`src/rtl/pipe_stage_skid.sv`:
```
// -----------------------------------------------------------------------------
// pipe_stage_skid
//   Two-entry pipeline register with a skid entry. The main entry drives the
//   outputs; the skid entry catches one extra entry when downstream stalls.
//   in_ready depends only on registered state, so no combinational path runs
//   from out_ready back to in_ready.
//
// Handshake: an entry moves across a port on a rising edge where valid and
//   ready are both 1. Once raised, out_valid stays high with stable
//   out_data/out_ctrl until taken, flushed or reset.
//
// Ports
//   clk        single clock, rising edge
//   rst        synchronous active-high reset (beats flush/in_valid/out_ready)
//   in_valid   upstream entry valid
//   in_ready   stage can accept (state EMPTY or ONE)
//   in_data    upstream datapath payload [DATA_W]
//   in_ctrl    upstream control payload  [CTRL_W]
//   flush      drop all held entries at the next edge
//   out_valid  downstream entry valid (state ONE or FULL)
//   out_ready  downstream takes the entry this cycle
//   out_data   main entry payload; holds its last value while empty
//   out_ctrl   main entry control; zero whenever out_valid = 0
//   occupancy  held entries 0..2 (this is the registered state, for debug)
// -----------------------------------------------------------------------------
module pipe_stage_skid #(
  parameter int DATA_W = 32,
  parameter int CTRL_W = 16
) (
  input  logic              clk,
  input  logic              rst,
  input  logic              in_valid,
  output logic              in_ready,
  input  logic [DATA_W-1:0] in_data,
  input  logic [CTRL_W-1:0] in_ctrl,
  input  logic              flush,
  output logic              out_valid,
  input  logic              out_ready,
  output logic [DATA_W-1:0] out_data,
  output logic [CTRL_W-1:0] out_ctrl,
  output logic [1:0]        occupancy
);

  typedef enum logic [1:0] {
    EMPTY = 2'd0,
    ONE   = 2'd1,
    FULL  = 2'd2
  } state_t;

  state_t              r_state;
  logic [DATA_W-1:0]   r_main_data;
  logic [CTRL_W-1:0]   r_main_ctrl;
  logic [DATA_W-1:0]   r_skid_data;
  logic [CTRL_W-1:0]   r_skid_ctrl;

  state_t              w_state_nxt;
  logic [DATA_W-1:0]   w_main_data_nxt;
  logic [CTRL_W-1:0]   w_main_ctrl_nxt;
  logic [DATA_W-1:0]   w_skid_data_nxt;
  logic [CTRL_W-1:0]   w_skid_ctrl_nxt;
  logic                w_accept;
  logic                w_take;

  assign in_ready  = (r_state != FULL);
  assign out_valid = (r_state != EMPTY);
  assign out_data  = r_main_data;
  // Main ctrl is cleared on every move into EMPTY, so it is already a bubble.
  assign out_ctrl  = r_main_ctrl;
  assign occupancy = r_state;

  assign w_accept = in_valid & in_ready;
  assign w_take   = out_valid & out_ready;

  always_comb begin
    w_state_nxt     = r_state;
    w_main_data_nxt = r_main_data;
    w_main_ctrl_nxt = r_main_ctrl;
    w_skid_data_nxt = r_skid_data;
    w_skid_ctrl_nxt = r_skid_ctrl;

    unique case (r_state)
      EMPTY: begin
        if (w_accept) begin
          w_state_nxt     = ONE;
          w_main_data_nxt = in_data;
          w_main_ctrl_nxt = in_ctrl;
        end
      end
      ONE: begin
        if (w_accept && w_take) begin
          w_main_data_nxt = in_data;
          w_main_ctrl_nxt = in_ctrl;
        end else if (w_accept) begin
          w_state_nxt     = FULL;
          w_skid_data_nxt = in_data;
          w_skid_ctrl_nxt = in_ctrl;
        end else if (w_take) begin
          w_state_nxt     = EMPTY;
          w_main_ctrl_nxt = '0;
        end
      end
      FULL: begin
        if (w_take) begin
          w_state_nxt     = ONE;
          w_main_data_nxt = r_skid_data;
          w_main_ctrl_nxt = r_skid_ctrl;
          w_skid_ctrl_nxt = '0;
        end
      end
      default: begin
        w_state_nxt     = EMPTY;
        w_main_ctrl_nxt = '0;
        w_skid_ctrl_nxt = '0;
      end
    endcase

    // Flush overrides everything above: a same-cycle input is dropped and
    // out_data keeps showing the last main value. A take in this cycle has
    // already happened on the downstream side, so nothing extra is needed.
    if (flush) begin
      w_state_nxt     = EMPTY;
      w_main_data_nxt = r_main_data;
      w_main_ctrl_nxt = '0;
      w_skid_data_nxt = r_skid_data;
      w_skid_ctrl_nxt = '0;
    end
  end

  always_ff @(posedge clk) begin
    if (rst) begin
      r_state     <= EMPTY;
      r_main_data <= '0;
      r_main_ctrl <= '0;
      r_skid_data <= '0;
      r_skid_ctrl <= '0;
    end else begin
      r_state     <= w_state_nxt;
      r_main_data <= w_main_data_nxt;
      r_main_ctrl <= w_main_ctrl_nxt;
      r_skid_data <= w_skid_data_nxt;
      r_skid_ctrl <= w_skid_ctrl_nxt;
    end
  end

endmodule

```
`config.mk`:
```
export PLATFORM = sky130hd
export DESIGN_NAME = pipe_stage_skid
export DESIGN_NICKNAME = d
export VERILOG_FILES = /design/src/rtl/pipe_stage_skid.sv
export SDC_FILE = /design/constraint.sdc
export NUM_CORES = 1
export LEC_CHECK = 0
export BUFFER_PORTS_ARGS = -buffer_cell sky130_fd_sc_hd__buf_4
export CORE_UTILIZATION = 50
export CTS_CLUSTER_DIAMETER = 200
export DETAILED_ROUTE_END_ITERATION = 6
export PLACE_DENSITY_LB_ADDON = 0.15
export SYNTH_ARGS = -nofsm -noshare
export SYNTH_HDL_FRONTEND = slang
export SYNTH_SLANG_ARGS = --single-unit
```
`constraint.sdc`:
```
create_clock -name clk -period 1.96 [get_ports clk]
set_clock_uncertainty 0.1 [all_clocks]
set_input_delay 0.294 -clock clk [delete_from_list [all_inputs] [get_ports clk]]
set_output_delay 0.294 -clock clk [all_outputs]
set_load 0.02 [all_outputs]
```
==> results.sh, run 1 <==
export IMPL_run_status="completed"
export IMPL_path_class="reg2out"
export IMPL_nets=614
export IMPL_gp_congestion=0.7752
export IMPL_crit_top_cell="buf_4"
export IMPL_fin_crit_ps=1788
export IMPL_fin_tns_setup_ps=0
export IMPL_initial_core_util=0.5239
export IMPL_design_area_mm2=0.005102
export IMPL_numCtsBuffers=9
export IMPL_async_reset_ff_frac=0
export IMPL_powerDensity_mw_per_mm2=768.6
export IMPL_netlist_area_mm2=0.004111
export IMPL_synth_nets=529
export IMPL_clockBufferDepth=2
export IMPL_ys_seq_area_frac=0.4772
export IMPL_peakVddDrop_mv=0.3793
export IMPL_die_w_um=92.68
export IMPL_final_setup_viol_count=0
export IMPL_critical_path_top_delay_family="buffers and inverters"
export IMPL_fin_crit_sh=0.9123
export IMPL_path_cells="nand2b_2 > buf_4 > buf_4"
export IMPL_max_cap_viol_count=0
export IMPL_post_drt_wl_per_cell_um=14.45
export IMPL_cts_sinks=98
export IMPL_cp_arrival_ps=1390
export IMPL_timing_rr_start="occupancy[1]$_SDFFE_PP0P_"
export IMPL_cp_slowest_cell="dfxtp_1"
export IMPL_startpoint="occupancy[0]$_SDFFE_PP0P_"
export IMPL_placed_area_mm2=0.004893
export IMPL_max_slew_worst_pin_slew_ps=656.1
export IMPL_postSynthAreaPerCell_um2=8.637
export IMPL_cts_tree="done"
export IMPL_postCtsSetupRepairBufs=0
export IMPL_rsz0062_at_grt="no"
export IMPL_clk_latency_ps=350
export IMPL_yosysTopAreaCell="dfxtp_1"
export IMPL_ctsRootBufferMaster="clkbuf_8"
export IMPL_synth_top_area_share=0.4772
export IMPL_h_tree_depth=3
export IMPL_routed_via_density=5.459
export IMPL_hold_viol_final=0
export IMPL_ys_seq_elements=98
export IMPL_vias=3641
export IMPL_io_buffer_count=104
export IMPL_slew_viol_final=0
export IMPL_place_ws_ps=163.8
export IMPL_ys_top_cells_by_area="dfxtp_1 48%, a21oi_1 8.3%, mux2i_1 8.0%"
export IMPL_cp_end_kind="output pin"
export IMPL_grt_max_degree=65
export IMPL_clkTransAtPathRegs_ps=90
export IMPL_max_slew_margin=0.5626
export IMPL_required_ps=1570
export IMPL_layout_drive_gt1_share=0.2478
export IMPL_core_area_mm2=0.007848
export IMPL_yosysWarnings=0
export IMPL_synth_cell_types=31
export IMPL_instances_no_fill=667
export IMPL_netlist_instances=476
export IMPL_cp_max_fo=15
export IMPL_overflow=0
export IMPL_grt_pass1_vias=3355
export IMPL_area_delta_synth_final_pct=24.10
export IMPL_ys_flop_type="dfxtp_1"
export IMPL_die_area_mm2=0.008590
export IMPL_antenna_cells=0
export IMPL_antenna_found_initial=0
export IMPL_finalWorstSetupSlack_ps=171.9
export IMPL_power_leakage_nw=2.155
export IMPL_dr_pass1_iters=5
export IMPL_fmax_ghz=0.5592
export IMPL_min_from="in_data[19]"
export IMPL_die_h_um=92.68
export IMPL_drt_iter0_markers=146
export IMPL_critPathMaxStageDelay_ps=400
export IMPL_track_usage=0.2331
export IMPL_remaining_drc_errors=0
export IMPL_synth_edf_count=0
export IMPL_ant_nets=0
export IMPL_post_place_cells=652
export IMPL_start_kind="flop"
export IMPL_totalWireLength_um=9638
export IMPL_hpwl_um=6182
export IMPL_cp_num_buf_inv=2
export IMPL_num_rows=32
export IMPL_min_path_type="in2reg"
export IMPL_boundaryPins=105
export IMPL_grt_pass1_wl_um=15900
-- repair_timing --
action	CTS	global route
hold buffers	0	0
endpoints found under the setup margin	0	1
gates resized for setup	0	1
-- final cells by class --
| type | count | area, um^2 |
|---|---|---|
| clock buffer | 10 | 127.6 |
| timing repair buffer | 120 | 925.9 |
| clock inverter | 5 | 80.08 |
| sequential | 98 | 1963 |
| tap | 102 | 127.6 |
| multi-input combinational | 332 | 1878 |
| fill | 694 | 2745 |
-- worst min-delay path, stage by stage --
cell     delay, ps
buf_4          110
nand2_1         50
a21oi_1         50
-- stage by stage --
stage	util	power (W)	hold slack, ps
after global placement	0.6236	0.002576	336.9
after global routing	0.6502	0.004093	68.13
after detailed placement	0.6236	0.002589	342.0
final	0.6502	0.003922	86.89
after floorplan	-	0.002366	330.0
after CTS	0.6500	0.003956	71.87
-- logic make-up after synthesis --
family | after synthesis | share of synthesized area
AOI/OAI and AO/OA | 151 | 0.2072
buffers and inverters | 46 | 0.06817
DFF | 98 | 0.4772
muxes | 33 | 0.08034
and+or+nand+nor | 148 | 0.1671
-- report_power, final --
part           switching, W  total, W  internal (W)
clock              0.000670   0.00138      0.000711
sequential        0.0000277   0.00207       0.00204
combinational      0.000257  0.000471      0.000215
total              0.000955   0.00392       0.00297
-- sequential cells by signal, summed over array words and instances, names as in the netlist --
signal and count:
r_skid_data 32, occupancy 2, out_ctrl 16, out_data 32, r_skid_ctrl 16
-- synthesized netlist by cell type, types with 2 or more instances --
library cell / n
o21ai_0: 32
dfxtp_1: 98
clkbuf_1: 28
buf_12: 3
buf_4: 2
o21ai_1: 17
a21oi_1: 68
or3_1: 32
mux2i_1: 33
nand4b_1: 2
nand2_1: 84
nor2_1: 18
nor2b_1: 3
buf_6: 4
a22oi_1: 29
buf_2: 8
-- per-layer routing --
metal | GRT usage | share of wire | vias up
met5 | 0 | 0 | -
met1 | 0.3079 | 0.45 | 1699
met2 | 0.3778 | 0.49 | 103
met4 | 0.08205 | 0.014 | 0
li1 | - | - | 1830
met3 | 0.04762 | 0.052 | 9
-- final timing paths --
| check | to | slack [ps] | depth (start not counted) |
|---|---|---|---|
| min reg2reg | out_ctrl[2]$_SDFFE_PP0P_ | 350 | 2 |
| min | r_skid_data[19]$_SDFFE_PP0P_ | 90 | 3 |
| max reg2reg | out_data[0]$_SDFFE_PP0P_ | 240 | 5 |
| max | in_ready | 170 | 3 |
-- cell usage in the layout, fill, tap and decap left out, types with 9 or more instances in the layout --
cell,instances
a21oi_1,68
a22oi_1,29
buf_4,118
clkbuf_8,9
dfxtp_1,97
mux2i_1,33
nand2_1,84
nor2_1,18
o21ai_0,32
o21ai_1,17
or3_1,32
Note: power is estimated with default switching activity, not from simulation.
==> inputs of run 2 (changes only) <==
--- a/config.mk
+++ b/config.mk
@@ -9,6 +9,7 @@
 export CORE_UTILIZATION = 50
 export CTS_CLUSTER_DIAMETER = 200
 export DETAILED_ROUTE_END_ITERATION = 6
+export HOLD_SLACK_MARGIN = 0.1
 export PLACE_DENSITY_LB_ADDON = 0.15
 export SYNTH_ARGS = -nofsm -noshare
 export SYNTH_HDL_FRONTEND = slang
==> run 2 against run 1 <==
Effect of this change: wire length increased by 5.1%; non-clock buffer count is 42 higher; sequential power about the same; clock-buffer cell count stayed put; setup slack worse by 83 ps; final cell count rose by 6.3%; final area grew 8.4%; combinational power increased by 15%; register-to-register slack about the same; critical path depth is 4 higher; flip-flop and latch count unchanged; core utilization increased by 5.5 points; critical path type is now in2reg.
==> results.sh, run 2 (synthesis gave the netlist of run 1 again) <==
export IMPL_cp_arrival_ps=2050
export IMPL_share_seq_of_total_power=0.517
export IMPL_initial_core_util=0.5239
export IMPL_totalWireLength_um=10130
export IMPL_die_w_um=92.68
export IMPL_h_tree_depth=3
export IMPL_rsz0062_at_grt="no"
export IMPL_worstSetupPathDepth=7
export IMPL_fin_crit_sh=0.9544
export IMPL_max_cap_viol_count=0
export IMPL_p_comb_frac=0.136
export IMPL_nets=656
export IMPL_wl_met1_um=4617
export IMPL_power_switching_w=0.0009826
export IMPL_critPathMaxStageDelay_ps=540
export IMPL_grt_max_degree=65
export IMPL_path_cells="dlygate4sd3_1 > buf_4 > and3b_1 > a21oi_4 > buf_12 > or3_1 > a21oi_1"
export IMPL_powerDensity_mw_per_mm2=724.1
export IMPL_overflow=0
export IMPL_dr_pass1_iters=4
export IMPL_final_setup_viol_count=0
export IMPL_min_path_type="in2reg"
export IMPL_cts_sinks=98
export IMPL_run_status="completed"
export IMPL_postCtsSetupRepairBufs=0
export IMPL_pwr_share_clk=0.348
export IMPL_num_rows=32
export IMPL_clkTransAtPathRegs_ps=100
export IMPL_startpoint="out_ready"
export IMPL_critical_path_top_delay_family="buffers and inverters"
export IMPL_cp_max_fo=64
export IMPL_track_usage=0.2425
export IMPL_max_slew_worst_pin_slew_ps=665.4
export IMPL_fin_tns_setup_ps=0
export IMPL_timing_rr_start="occupancy[1]$_SDFFE_PP0P_"
export IMPL_fin_crit_ps=1871
export IMPL_r2r_end="out_data[0]$_SDFFE_PP0P_"
export IMPL_p_int_w=0.003023
export IMPL_post_drt_wl_per_cell_um=14.28
export IMPL_cp_num_buf_inv=3
export IMPL_hold_viol_final=0
export IMPL_antenna_cells=0
export IMPL_swShare=0.2453
export IMPL_vias=3792
export IMPL_finalWorstSetupSlack_ps=89.34
export IMPL_ctsRootBufferMaster="clkbuf_8"
export IMPL_peakVddDrop_mv=0.4184
export IMPL_remaining_drc_errors=0
export IMPL_wl_met3_um=448
export IMPL_die_h_um=92.68
export IMPL_max_slew_margin=0.5564
export IMPL_routed_via_density=5.348
export IMPL_grt_pass1_vias=3509
export IMPL_drt_iter0_markers=145
export IMPL_mostFrequentLayoutCell="buf_4"
export IMPL_fmax_ghz=0.5346
export IMPL_die_area_mm2=0.008590
export IMPL_start_kind="primary input"
export IMPL_path_class="in2reg"
export IMPL_cp_slowest_cell="dlygate4sd3_1"
export IMPL_required_ps=2140
export IMPL_cts_tree="done"
export IMPL_ff2ff_path_depth=5
export IMPL_clockBufferDepth=2
export IMPL_antenna_found_initial=0
export IMPL_routed_top_layer="met4"
export IMPL_layout_drive_gt1_share=0.2306
export IMPL_boundaryPins=105
export IMPL_gp_congestion=0.7752
export IMPL_rrSetupSlack_ps=240
export IMPL_area_delta_synth_final_pct=34.54
export IMPL_place_ws_ps=163.8
export IMPL_grt_pass1_wl_um=16590
export IMPL_slew_viol_final=0
export IMPL_hpwl_um=6182
export IMPL_clk_latency_ps=360
export IMPL_numCtsBuffers=9
export IMPL_setup_worst_path_end="out_data[0]$_SDFFE_PP0P_"
export IMPL_final_cell_mix="118 x buf_4, 97 x dfxtp_1, 84 x nand2_1"
export IMPL_power_leakage_nw=2.332
export IMPL_dr_wl_met2_um=4929
export IMPL_io_buffer_count=104
export IMPL_core_area_mm2=0.007848
export IMPL_cp_end_kind="flop"
export IMPL_ant_nets=0
run 2: cell types whose count changed in the layout (fill, tap and decap cells not counted):
cell	change
dlygate4sd3_1	+42
nor4bb_2	-1
nor4bb_4	+1
run 2: worst reg2reg max path: stages, from the launching register on:
cell     delay, ps
dfxtp_2        400
and2b_1        330
a21oi_4         90
buf_12         190
or3_1          390
a21oi_1        160
run 2: how the worst min path moves through the flow:
stage                                   startpoint                           end  cells past startpoint
after floorplan                         in_data[0]   r_skid_data[0]$_SDFFE_PP0P_                      2
after global placement    out_ctrl[2]$_SDFFE_PP0P_      out_ctrl[2]$_SDFFE_PP0P_                      2
after detailed placement  out_ctrl[2]$_SDFFE_PP0P_      out_ctrl[2]$_SDFFE_PP0P_                      2
after CTS                              in_ctrl[11]     out_ctrl[11]$_SDFFE_PP0P_                      3
after global routing                   in_data[24]  r_skid_data[24]$_SDFFE_PP0P_                      3
final                                  in_ctrl[11]  r_skid_ctrl[11]$_SDFFE_PP0P_                      3
run 2: per-stage QoR:
stage / instances / hold WS (ps) / util / total power [W] / instance area [um^2]
finish: 709 / 103.6 / 0.7049 / 0.004005 / 5532
floorplan: 476 / 330.0 / - / 0.002366 / 4111
CTS: 709 / 101.4 / 0.7036 / 0.004023 / 5522
global route: 709 / 107.4 / 0.7049 / 0.004169 / 5532
global placement: 652 / 336.9 / 0.6236 / 0.002576 / 4893
detailed placement: 652 / 342.0 / 0.6236 / 0.002589 / 4893
run 2: what timing repair did:
action                                 CTS  global route
setup endpoints to repair                0            29
endpoints found under the hold margin   43             0
gates resized for setup                  0             2
hold buffers                            42             0
run 2: power by group through the flow:
stage,clock network (W),logic [W],registers (W)
2_1_floorplan,0,0.000201,0.00216
3_3_place_gp,0,0.000462,0.00211
3_5_place_dp,0,0.000473,0.00212
4_1_cts,0.00141,0.000541,0.00207
5_1_grt,0.00150,0.000590,0.00208
6_report,0.00139,0.000543,0.00207
run 2: area by class of cell:
class / count / area, um^2
Fill cell: 636 / 2316
Tap cell: 102 / 127.6
Clock buffer: 10 / 127.6
Timing Repair Buffer: 162 / 1346
Sequential cell: 98 / 1963
Multi-Input combinational cell: 332 / 1887
Clock inverter: 5 / 80.08
run 2: metal layers:
| metal | vias up | GRT usage |
|---|---|---|
| met1 | 1766 | 0.3207 |
| met4 | 0 | 0.07949 |
| li1 | 1913 | - |
| met2 | 104 | 0.3988 |
| met5 | - | 0 |
| met3 | 9 | 0.04516 |
==> inputs of run 3 (changes only) <==
--- a/config.mk
+++ b/config.mk
@@ -7,6 +7,7 @@
 export LEC_CHECK = 0
 export BUFFER_PORTS_ARGS = -buffer_cell sky130_fd_sc_hd__buf_4
 export CORE_UTILIZATION = 50
+export CTS_BUF_LIST = sky130_fd_sc_hd__clkbuf_16
 export CTS_CLUSTER_DIAMETER = 200
 export DETAILED_ROUTE_END_ITERATION = 6
 export HOLD_SLACK_MARGIN = 0.1
==> run 3 against run 2 <==
Effect of this change: die area unchanged; worst hold slack improved by 8.5 ps; combinational power down 13%; clock-buffer cell count is 1 lower; critical endpoint is now in_ready; largest power group unchanged.
==> results.sh, run 3 (synthesis gave the netlist of run 1 again) <==
export IMPL_run_status="completed"
export IMPL_antenna_found_initial=0
export IMPL_ff_latch_area_mm2=0.001962
export IMPL_final_cell_mix="118 x buf_4, 98 x dfxtp_1, 84 x nand2_1"
export IMPL_hold_viol_final=0
export IMPL_layout_drive_gt1_share=0.2460
export IMPL_powerDensity_mw_per_mm2=840.6
export IMPL_fillCellCount=677
export IMPL_initial_core_util=0.5239
export IMPL_instances_no_fill=667
export IMPL_start_kind="flop"
export IMPL_antenna_cells=0
export IMPL_cp_arrival_ps=1450
export IMPL_hpwl_um=6182
export IMPL_vias=3634
export IMPL_cp_end_kind="output pin"
export IMPL_grt_max_degree=65
export IMPL_totalWireLength_um=9675
export IMPL_num_rows=32
export IMPL_fin_tns_setup_ps=0
export IMPL_rrSetupSlack_ps=130
export IMPL_post_place_cells=652
export IMPL_fin_crit_ps=1840
export IMPL_gp_congestion=0.7752
export IMPL_dr_pass1_iters=4
export IMPL_nets=614
export IMPL_ant_nets=0
export IMPL_h_tree_depth=3
export IMPL_utilization=0.6629
export IMPL_max_slew_margin=0.5629
export IMPL_track_usage=0.2345
export IMPL_clk_latency_ps=340
export IMPL_max_slew_worst_pin_slew_ps=655.6
export IMPL_area_delta_synth_final_pct=26.54
export IMPL_rsz0062_at_grt="no"
export IMPL_fin_crit_sh=0.9387
export IMPL_power_leakage_nw=2.205
export IMPL_overflow=0
export IMPL_required_ps=1570
export IMPL_timing_rr_start="occupancy[1]$_SDFFE_PP0P_"
export IMPL_grt_pass1_vias=3363
export IMPL_die_area_mm2=0.008590
export IMPL_cts_sinks=98
export IMPL_fmax_ghz=0.5435
export IMPL_min_path_type="in2reg"
export IMPL_startpoint="occupancy[1]$_SDFFE_PP0P_"
export IMPL_setup_worst_path_end="in_ready"
export IMPL_io_buffer_count=104
export IMPL_numCtsBuffers=9
export IMPL_core_area_mm2=0.007848
export IMPL_remaining_drc_errors=0
export IMPL_die_w_um=92.68
export IMPL_ff2ff_path_depth=5
export IMPL_postCtsHoldBufs=0
export IMPL_slew_viol_final=0
export IMPL_max_cap_viol_count=0
export IMPL_die_h_um=92.68
export IMPL_postCtsSetupRepairBufs=0
export IMPL_grt_pass1_wl_um=16060
export IMPL_clkTransAtPathRegs_ps=70
export IMPL_mostFrequentLayoutCell="buf_4"
export IMPL_post_drt_wl_per_cell_um=14.51
export IMPL_routed_via_density=5.448
export IMPL_multi_input_area_mm2=0.001878
export IMPL_finalPower_w=0.004373
export IMPL_cp_max_fo=15
export IMPL_cts_tree="done"
export IMPL_clockBufferDepth=2
export IMPL_path_class="reg2out"
export IMPL_peakVddDrop_mv=0.4403
export IMPL_design_area_mm2=0.005202
export IMPL_cts_resized=0
export IMPL_final_setup_viol_count=0
export IMPL_r2r_end="out_data[0]$_SDFFE_PP0P_"
export IMPL_drt_iter0_markers=150
export IMPL_ctsRootBufferMaster="clkbuf_16"
export IMPL_boundaryPins=105
export IMPL_placed_area_mm2=0.004893
==> run 3: stage by stage <==
stage / hold WS, ps / setup slack (ps)
floorplan: 330.0 / 241.1
global placement: 336.9 / 250.3
detailed placement: 342.0 / 163.8
CTS: 102.7 / 115.2
global route: 106.6 / 24.02
finish: 112.1 / 120.1
==> run 3: metal layers <==
| layer | routed length (um) | up-vias | global-route usage | share of wire |
|---|---|---|---|---|
| met5 | 0 | - | 0 | 0 |
| met4 | 210 | 0 | 0.09872 | 0.022 |
| met3 | 504 | 16 | 0.03777 | 0.052 |
| met2 | 4669 | 97 | 0.3778 | 0.48 |
| met1 | 4290 | 1701 | 0.3114 | 0.44 |
| li1 | - | 1820 | - | - |
==> run 3: power breakdown <==
group          leakage (nW)  internal [W]  switching [W]
Clock                 0.149       0.00110       0.000725
Sequential            0.795       0.00204      0.0000279
Combinational          1.26      0.000215       0.000258
Total                  2.21       0.00336        0.00101
==> run 3: area by class of cell <==
class                   count  area share
clock buffers               9     0.04329
clock inverters             6     0.01611
multi-input cells         332      0.3610
flip-flops and latches     98      0.3771
well taps                 102     0.02453
repair buffers            120      0.1780
==> run 3: worst min-delay path by stage <==
stage	from	endpoint	slack [ps]	depth (start not counted)
after floorplan	in_data[0]	r_skid_data[0]$_SDFFE_PP0P_	330	2
after global placement	out_ctrl[2]$_SDFFE_PP0P_	out_ctrl[2]$_SDFFE_PP0P_	340	2
after detailed placement	out_ctrl[2]$_SDFFE_PP0P_	out_ctrl[2]$_SDFFE_PP0P_	340	2
after CTS	in_data[26]	r_skid_data[26]$_SDFFE_PP0P_	100	3
after global routing	in_data[16]	r_skid_data[16]$_SDFFE_PP0P_	110	3
final	in_data[19]	r_skid_data[19]$_SDFFE_PP0P_	110	3
==> run 3: worst max-delay path, stage by stage, from the launching register on <==
cell and delay [ps]:
dfxtp_1 570, nand2b_2 110, buf_4 240, buf_4 190
